File: src/rtl/mem_mgr_noc_out_arbiter.sv
// Round-robin packet arbiter merging N_SRC response streams onto one registered 32-bit NoC output.
// Optional feature macro MGR_ARB_SRC0_PRIO_EN: source 0 wins idle arbitration whenever it is valid.
module mem_mgr_noc_out_arbiter #(
  parameter int N_SRC     = 4,
  parameter int SRC_IDX_W = 2
) (
  input  logic                   clk_ctrl,
  input  logic                   clk_ctrl_rst_high,
  input  logic [N_SRC-1:0]       src_TVALID,
  input  logic [N_SRC*32-1:0]    src_TDATA,
  input  logic [N_SRC*4-1:0]     src_TKEEP,
  input  logic [N_SRC-1:0]       src_TLAST,
  output logic [N_SRC-1:0]       src_TREADY,
  output logic                   stream_out_TVALID,
  output logic [31:0]            stream_out_TDATA,
  output logic [3:0]             stream_out_TKEEP,
  output logic                   stream_out_TLAST,
  input  logic                   stream_out_TREADY,
  output logic                   arb_busy,
  output logic [SRC_IDX_W-1:0]   arb_grant
);

  typedef enum logic {
    ARB_IDLE,
    ARB_LOCK
  } arb_state_e;

  arb_state_e             state_q, state_d;
  logic [SRC_IDX_W-1:0]   rr_ptr_q, rr_ptr_d;
  logic [SRC_IDX_W-1:0]   grant_q, grant_d;
  logic                   busy_q, busy_d;
  logic                   out_valid_q, out_valid_d;
  logic [31:0]            out_data_q, out_data_d;
  logic [3:0]             out_keep_q, out_keep_d;
  logic                   out_last_q, out_last_d;

  logic [SRC_IDX_W-1:0]   sel_idx;
  logic                   sel_found;
  logic [SRC_IDX_W:0]     cand;
  logic [SRC_IDX_W-1:0]   acc_idx;
  logic [N_SRC-1:0]       ready;
  logic                   can_take;
  logic                   accept;

  // Modulo-N_SRC increment so non-power-of-two source counts wrap correctly.
  function automatic logic [SRC_IDX_W-1:0] next_idx(input logic [SRC_IDX_W-1:0] idx);
    if (idx == SRC_IDX_W'(N_SRC - 1)) begin
      return '0;
    end
    return idx + SRC_IDX_W'(1);
  endfunction

  function automatic logic [SRC_IDX_W-1:0] adv_ptr(input logic [SRC_IDX_W-1:0] idx,
                                                   input logic [SRC_IDX_W-1:0] cur);
`ifdef MGR_ARB_SRC0_PRIO_EN
    if (idx == '0) begin
      return cur;
    end
`endif
    if (cur == idx) begin
      return next_idx(idx);
    end
    return next_idx(idx);
  endfunction

  // Idle-state winner: first valid source at or after rr_ptr, wrapping modulo N_SRC.
  always_comb begin
    sel_idx   = '0;
    sel_found = 1'b0;
    cand      = '0;
    for (int k = 0; k < N_SRC; k++) begin
      cand = {1'b0, rr_ptr_q} + (SRC_IDX_W + 1)'(k);
      if (cand >= (SRC_IDX_W + 1)'(N_SRC)) begin
        cand = cand - (SRC_IDX_W + 1)'(N_SRC);
      end
      if (!sel_found && src_TVALID[cand[SRC_IDX_W-1:0]]) begin
        sel_found = 1'b1;
        sel_idx   = cand[SRC_IDX_W-1:0];
      end
    end
`ifdef MGR_ARB_SRC0_PRIO_EN
    if (src_TVALID[0]) begin
      sel_found = 1'b1;
      sel_idx   = '0;
    end
`endif
  end

  always_comb begin
    can_take = !out_valid_q || stream_out_TREADY;
    acc_idx  = (state_q == ARB_LOCK) ? grant_q : sel_idx;
    ready    = '0;
    if (!clk_ctrl_rst_high && can_take && ((state_q == ARB_LOCK) || sel_found)) begin
      ready[acc_idx] = 1'b1;
    end
    accept = src_TVALID[acc_idx] && ready[acc_idx];
  end

  always_comb begin
    state_d     = state_q;
    rr_ptr_d    = rr_ptr_q;
    grant_d     = grant_q;
    busy_d      = busy_q;
    out_valid_d = out_valid_q;
    out_data_d  = out_data_q;
    out_keep_d  = out_keep_q;
    out_last_d  = out_last_q;

    // Drain and reload may coincide; a new beat always overrides the drain.
    if (accept) begin
      out_valid_d = 1'b1;
      out_data_d  = src_TDATA[32*acc_idx +: 32];
      out_keep_d  = src_TKEEP[4*acc_idx +: 4];
      out_last_d  = src_TLAST[acc_idx];
    end else if (stream_out_TREADY) begin
      out_valid_d = 1'b0;
    end

    case (state_q)
      ARB_IDLE: begin
        if (accept) begin
          grant_d = sel_idx;
          if (src_TLAST[sel_idx]) begin
            rr_ptr_d = adv_ptr(sel_idx, rr_ptr_q);
          end else begin
            state_d = ARB_LOCK;
            busy_d  = 1'b1;
          end
        end
      end
      ARB_LOCK: begin
        if (accept && src_TLAST[grant_q]) begin
          state_d  = ARB_IDLE;
          busy_d   = 1'b0;
          rr_ptr_d = adv_ptr(grant_q, rr_ptr_q);
        end
      end
      default: begin
        state_d = ARB_IDLE;
        busy_d  = 1'b0;
      end
    endcase
  end

  always_ff @(posedge clk_ctrl or posedge clk_ctrl_rst_high) begin
    if (clk_ctrl_rst_high) begin
      state_q     <= ARB_IDLE;
      rr_ptr_q    <= '0;
      grant_q     <= '0;
      busy_q      <= 1'b0;
      out_valid_q <= 1'b0;
      out_data_q  <= '0;
      out_keep_q  <= '0;
      out_last_q  <= 1'b0;
    end else begin
      state_q     <= state_d;
      rr_ptr_q    <= rr_ptr_d;
      grant_q     <= grant_d;
      busy_q      <= busy_d;
      out_valid_q <= out_valid_d;
      out_data_q  <= out_data_d;
      out_keep_q  <= out_keep_d;
      out_last_q  <= out_last_d;
    end
  end

  assign src_TREADY        = ready;
  assign stream_out_TVALID = out_valid_q;
  assign stream_out_TDATA  = out_data_q;
  assign stream_out_TKEEP  = out_keep_q;
  assign stream_out_TLAST  = out_last_q;
  assign arb_busy          = busy_q;
  assign arb_grant         = grant_q;

endmodule

File: config.mk
export PLATFORM = sky130hd
export DESIGN_NAME = mem_mgr_noc_out_arbiter
export DESIGN_NICKNAME = d
export VERILOG_FILES = /design/src/rtl/mem_mgr_noc_out_arbiter.sv
export SDC_FILE = /design/constraint.sdc
export NUM_CORES = 1
export LEC_CHECK = 0
export CAP_MARGIN = 20
export CORE_UTILIZATION = 33
export CTS_CLUSTER_SIZE = 14
export DETAILED_ROUTE_END_ITERATION = 8
export GPL_TIMING_DRIVEN = 0
export PLACE_DENSITY_LB_ADDON = 0.12
export SLEW_MARGIN = 20
export SYNTH_ARGS = -nofsm -noshare
export SYNTH_HDL_FRONTEND = slang
export SYNTH_SLANG_ARGS = --single-unit
export TNS_END_PERCENT = 30
File: constraint.sdc
create_clock -name clk_ctrl -period 1.9 [get_ports clk_ctrl]
set_input_delay 0.285 -clock clk_ctrl [delete_from_list [all_inputs] [get_ports clk_ctrl]]
set_output_delay 0.285 -clock clk_ctrl [all_outputs]
set_load 0.02 [all_outputs]
## Yosys cells after proc, flatten, opt, wreduce, memory -nomap -nowiden

Cells that the tools add are included.

- Flip-flop bits (word level): 44
- Input port bits: 155
- Output and inout port bits: 45
- Logic and storage cells: 140

- $add $sub $neg: 9
- Magnitude comparators: 12
- Equality and inequality tests: 8
- Shifts and indexed selects: 2
- Muxes and demuxes: 81
- Bitwise gates (word level): 1
- Reductions and logical operators: 19

Operators with widths:

| kind | count |
|---|---|
| indexed part select 128 x 8 -> 32 bit | 1 |
| 2-to-1 mux 1 bit | 45 |
| 2-to-1 mux 2 bit | 22 |
| less-than comparator 2 x 3 -> 1 bit, second input constant | 7 |
| binary-select mux 1 bit (select 2 bit) | 9 |
| indexed part select 16 x 5 -> 4 bit | 1 |
| greater-or-equal comparator 3 bit, second input constant | 3 |
| logical AND 1 bit | 8 |
| subtractor 2 x 1 -> 2 bit, second input constant | 4 |
| adder 2 x 2 -> 3 bit, second input constant | 2 |
| inequality test 2 bit, second input constant | 3 |
| AND reduction 3 bit | 2 |
| logical NOT 1 bit | 5 |
| adder 2 x 1 -> 2 bit, second input constant | 2 |
| equality test 2 bit | 2 |
| equality test 2 bit, second input constant | 2 |
| 2-to-1 mux 4 bit | 1 |
| case mux 1 bit (2 select lines) | 2 |
| case mux 2 bit (2 select lines) | 1 |
| adder 2 x 1 -> 3 bit, second input constant | 1 |
| greater-or-equal comparator 2 x 3 -> 1 bit, second input constant | 1 |
| demux 1 bit (select 2 bit) | 1 |
| greater-or-equal comparator 2 x 1 -> 1 bit, second input constant | 1 |
| logical OR 1 bit | 2 |
| 4 further kinds | 4 |

## Logic depth before layout (Yosys ltp)

- Depth in word-level cells: 34
- Depth in mapped cells: 9
- Depth with buffers taken out: 6

## Worst setup path before layout

No wires, ideal clock.

- Kind: register to output
- From: register rr_ptr_q[1]
- To: output port src_TREADY[2]
- Data arrival time: 2.017 ns
- Required time: 1.615 ns
- Slack: -0.402 ns
- Stages on the path, launching flop included: 7
- Buffers on the path: 2
- Cells stage by stage: dfrtp_1 > and2_1 > o211a_1 > o31ai_4 > buf_6 > buf_4 > nor3b_1

- Longest elaborated chain between the ends: 20

RTL lines:

| what | RTL line | text |
|---|---|---|
| start, declared | 29 | `logic [SRC_IDX_W-1:0] rr_ptr_q, rr_ptr_d;` |
| start signal, assigned | 157 | `rr_ptr_q <= rr_ptr_d;` |
| parallel branches: the longest is 19 deep, another holds adder 2 x 1 -> 3 bit | - |  |
| 2-to-1 mux 4 bit * | 93 | `if (!clk_ctrl_rst_high && can_take && ((state_q == ARB_LOCK) \|\| sel_found)) begin` |
| end, declared | 13 | `output logic [N_SRC-1:0] src_TREADY,` |

Mark *: on every way between the ends. The select of a mux whose other input is x is not followed.

## Worst setup path in the final report

Ends and elaborated chain as after synthesis.

==> results.md <==
* Final ANT Viol Nets at 0
* Status: complete, but fails checks
* Max-Cap Viols at 0
* # IOs at 200
* Vias in the first global route at roughly 3300
* H-tree depth at 2
* Share of layout cells above drive strength 1 at 0.182
* Setup WS post-layout at -0.369 ns
* Post-Syn Area at 3060 sq um
* EDFF count, synth at 0
* Mean number of vias per cell at 5.15
* Final WL at 11.0 mm
* Gr usage total at 0.219
* Commonest non-fill, non-tap cells in the layout: clkdlybuf4s50_1 (192), mux2i_1 (70), dfrtp_1 (41)
* Clock-pin slew on the worst setup and hold paths at 0.09 ns
* Maximum root-to-sink buffer count at 2
* Vias post-DR at around 3300
* Seq/Total Area, Yosys at 0.360
* Die Wd at 98.3 um
* Final period util at 1.19
* Critical path fanouts, max at 5
* Primary FF master, synth: dfrtp_1
* Final Skew at 0.0187 ns
* Placement-stage worst setup slack at -1.22 ns
* DR iter-0 viols at about 70
* RSZ-0062 raised after global routing: yes
* Ys Warns at 0
* Worst Hold Class: input pin to asynchronous set/reset pin
* TNS Setup at -10.87 ns
* Starting Density at 0.346
* Port Buffer Count at 197
* Final Max Tran Viols at 0
* Peak VDD IR at 771 uV
* Total congestion overflow at 0
* Post-Synthesis Cells at 294
* Final Hold Viols at 0
* Final Setup Violations at 43
* P&R area growth vs syn at 88.7%
* Final Util at 0.653
* Critical path class: flip-flop to output port
* Failing checks: DRC, setup timing
* Pwr Total at 8.88 mW
* First-pass GRT wire length at roughly 17 mm
* Core footprint at 8850 sq um
* Routed WL per cell at 17.3 um
* Nets at 683
* HPWL after DPL at 8.41 mm
* Clock latency on the worst-skew pair at 0.30 ns
* Filler cells at 751
* Power Dens Cells at 1540 nW/um^2
* Vertical die dimension at around 98 um
* Pre-antenna DRT Iters at 8
* WP data required at about 1.6 ns
* Startpoint types: flip-flop
* Gpl congestion at 0.895
* Final Hold Slack at 0.328 ns
* WP data arrival at approximately 2.0 ns
* Register bit count reported by yosys at 44
* Core Rows at 34
* CP Capture Type: output port
* Clock sinks at 44
* Root Driver: clkbuf_8
* Initial antenna violation count at 0
* Unique masters post-synth at 44
* Static leakage at 2.44 nW
* Most common cell after layout, fill and taps aside: clkdlybuf4s50_1
* Largest net degree at the start of global routing at 28
* Asr flop ratio synth at 1.00
* Cts bufs inserted at 5
* Mean Syn Cell Area at 10.4 sq um
* Worst-margin pin slew at 0.408 ns
* Minimum clock period at around 2.3 ns
* Fmax at between 400 and 500 MHz
* CTS tree: done
* Die ar. at about 9700 sq um
* Max_slew headroom at 0.727
* Antenna cells at 0
* DRC viols at 5
* Mapped Nets at 450
sequential cells by signal, summed over array words and instances, names as in the netlist:
signal	cells
stream_out_TDATA	32
stream_out_TKEEP	4
arb_grant	2
rr_ptr_q	2
arb_busy	1
state_q	1
stream_out_TLAST	1
stream_out_TVALID	1
cells in the mapped netlist (all sizes together) (2+ instances only):
| library cell | count | area (sq um) |
|---|---|---|
| mux2i | 73 | 731 |
| dfrtp | 44 | 1100 |
| o21ai | 43 | 215 |
| a2bb2oi | 37 | 324 |
| buf | 23 | 173 |
| nand2 | 10 | 37.5 |
| nand3 | 8 | 40.0 |
| nor2 | 7 | 26.3 |
| inv | 6 | 25.0 |
| nand2b | 4 | 32.5 |
| a21oi | 3 | 15.0 |
| mux2 | 3 | 33.8 |
| o211ai | 3 | 22.5 |
| o21bai | 3 | 33.8 |
| a21o | 2 | 15.0 |
| nor2b | 2 | 12.5 |
| nor3b | 2 | 15.0 |
| o22ai | 2 | 12.5 |
| o31ai | 2 | 42.5 |
worst max-delay path, cell delays in order, from the launching register on:
cell,delay [ns]
dfrtp_2,0.46
and2_4,0.17
o211a_4,0.24
o31ai_4,0.25
buf_6,0.16
buf_12,0.10
nor3b_4,0.17
buf_6,0.14
area by class of cell:
class | instances | area [sq um] | area share
clock buffer | 7 | 86.3 | 0.0150
multi-input combinational | 220 | 1870 | 0.325
clock inverter | 1 | 7.51 | 0.00130
inverter | 6 | 25.0 | 0.00433
timing repair buffer | 226 | 2280 | 0.394
buffer | 24 | 265 | 0.0459
sequential | 44 | 1100 | 0.191
tap | 108 | 135 | 0.0234
path summary, 6_finish.rpt:
check                             startpoint                   end  slack, ns  depth (start not counted)
min in group clk_ctrl       stream_out_TLAST      stream_out_TLAST       0.49                          1
setup / recovery                 rr_ptr_q[1]         src_TREADY[2]      -0.37                          7
setup reg to reg                 rr_ptr_q[1]   stream_out_TDATA[1]      -0.33                         10
hold / removal             clk_ctrl_rst_high   stream_out_TDATA[8]       0.33                          2
hold reg to reg             stream_out_TLAST      stream_out_TLAST       0.49                          1
max in group asynchronous  clk_ctrl_rst_high  stream_out_TDATA[15]       1.08                          3
routing by layer:
metal,routed length [um],GRT usage,part of all wire,vias up
li1,-,-,-,1582
met3,624,0.0508,0.057,11
met2,5910,0.409,0.54,112
met1,4380,0.254,0.40,1568
met5,0,0,0,-
met4,120,0.0482,0.011,0
through the flow:
stage,area (sq um),std cells
2_1_floorplan,3090,294
3_3_place_gp,5190,599
3_5_place_dp,5210,600
4_1_cts,5480,616
5_1_grt,5770,636
6_report,5770,636
cell families after synthesis:
family	share of synthesized area
AND/OR/NAND/NOR	0.0638
buffers and inverters	0.0658
adder cells (fa/ha/maj)	0.00409
flip-flops	0.360
multiplexers	0.257
AO/OA/AOI/OAI	0.249
report_power, final:
| group | switching [mW] | leakage [nW] | internal, mW |
|---|---|---|---|
| clock | 0.327 | 0.0445 | 0.296 |
| combinational | 2.93 | 1.86 | 3.62 |
| sequential | 0.300 | 0.539 | 1.40 |
what timing repair did:
item | 4_1_cts | 5_1_grt
cloned | 1 | 1
setup buffers | 8 | 20
pin swaps | 11 | 32
resized for setup | 52 | 32
setup endpoints to repair | 43 | 46
hold buffers | 0 | 0
Power figures use the tool's default switching activity.
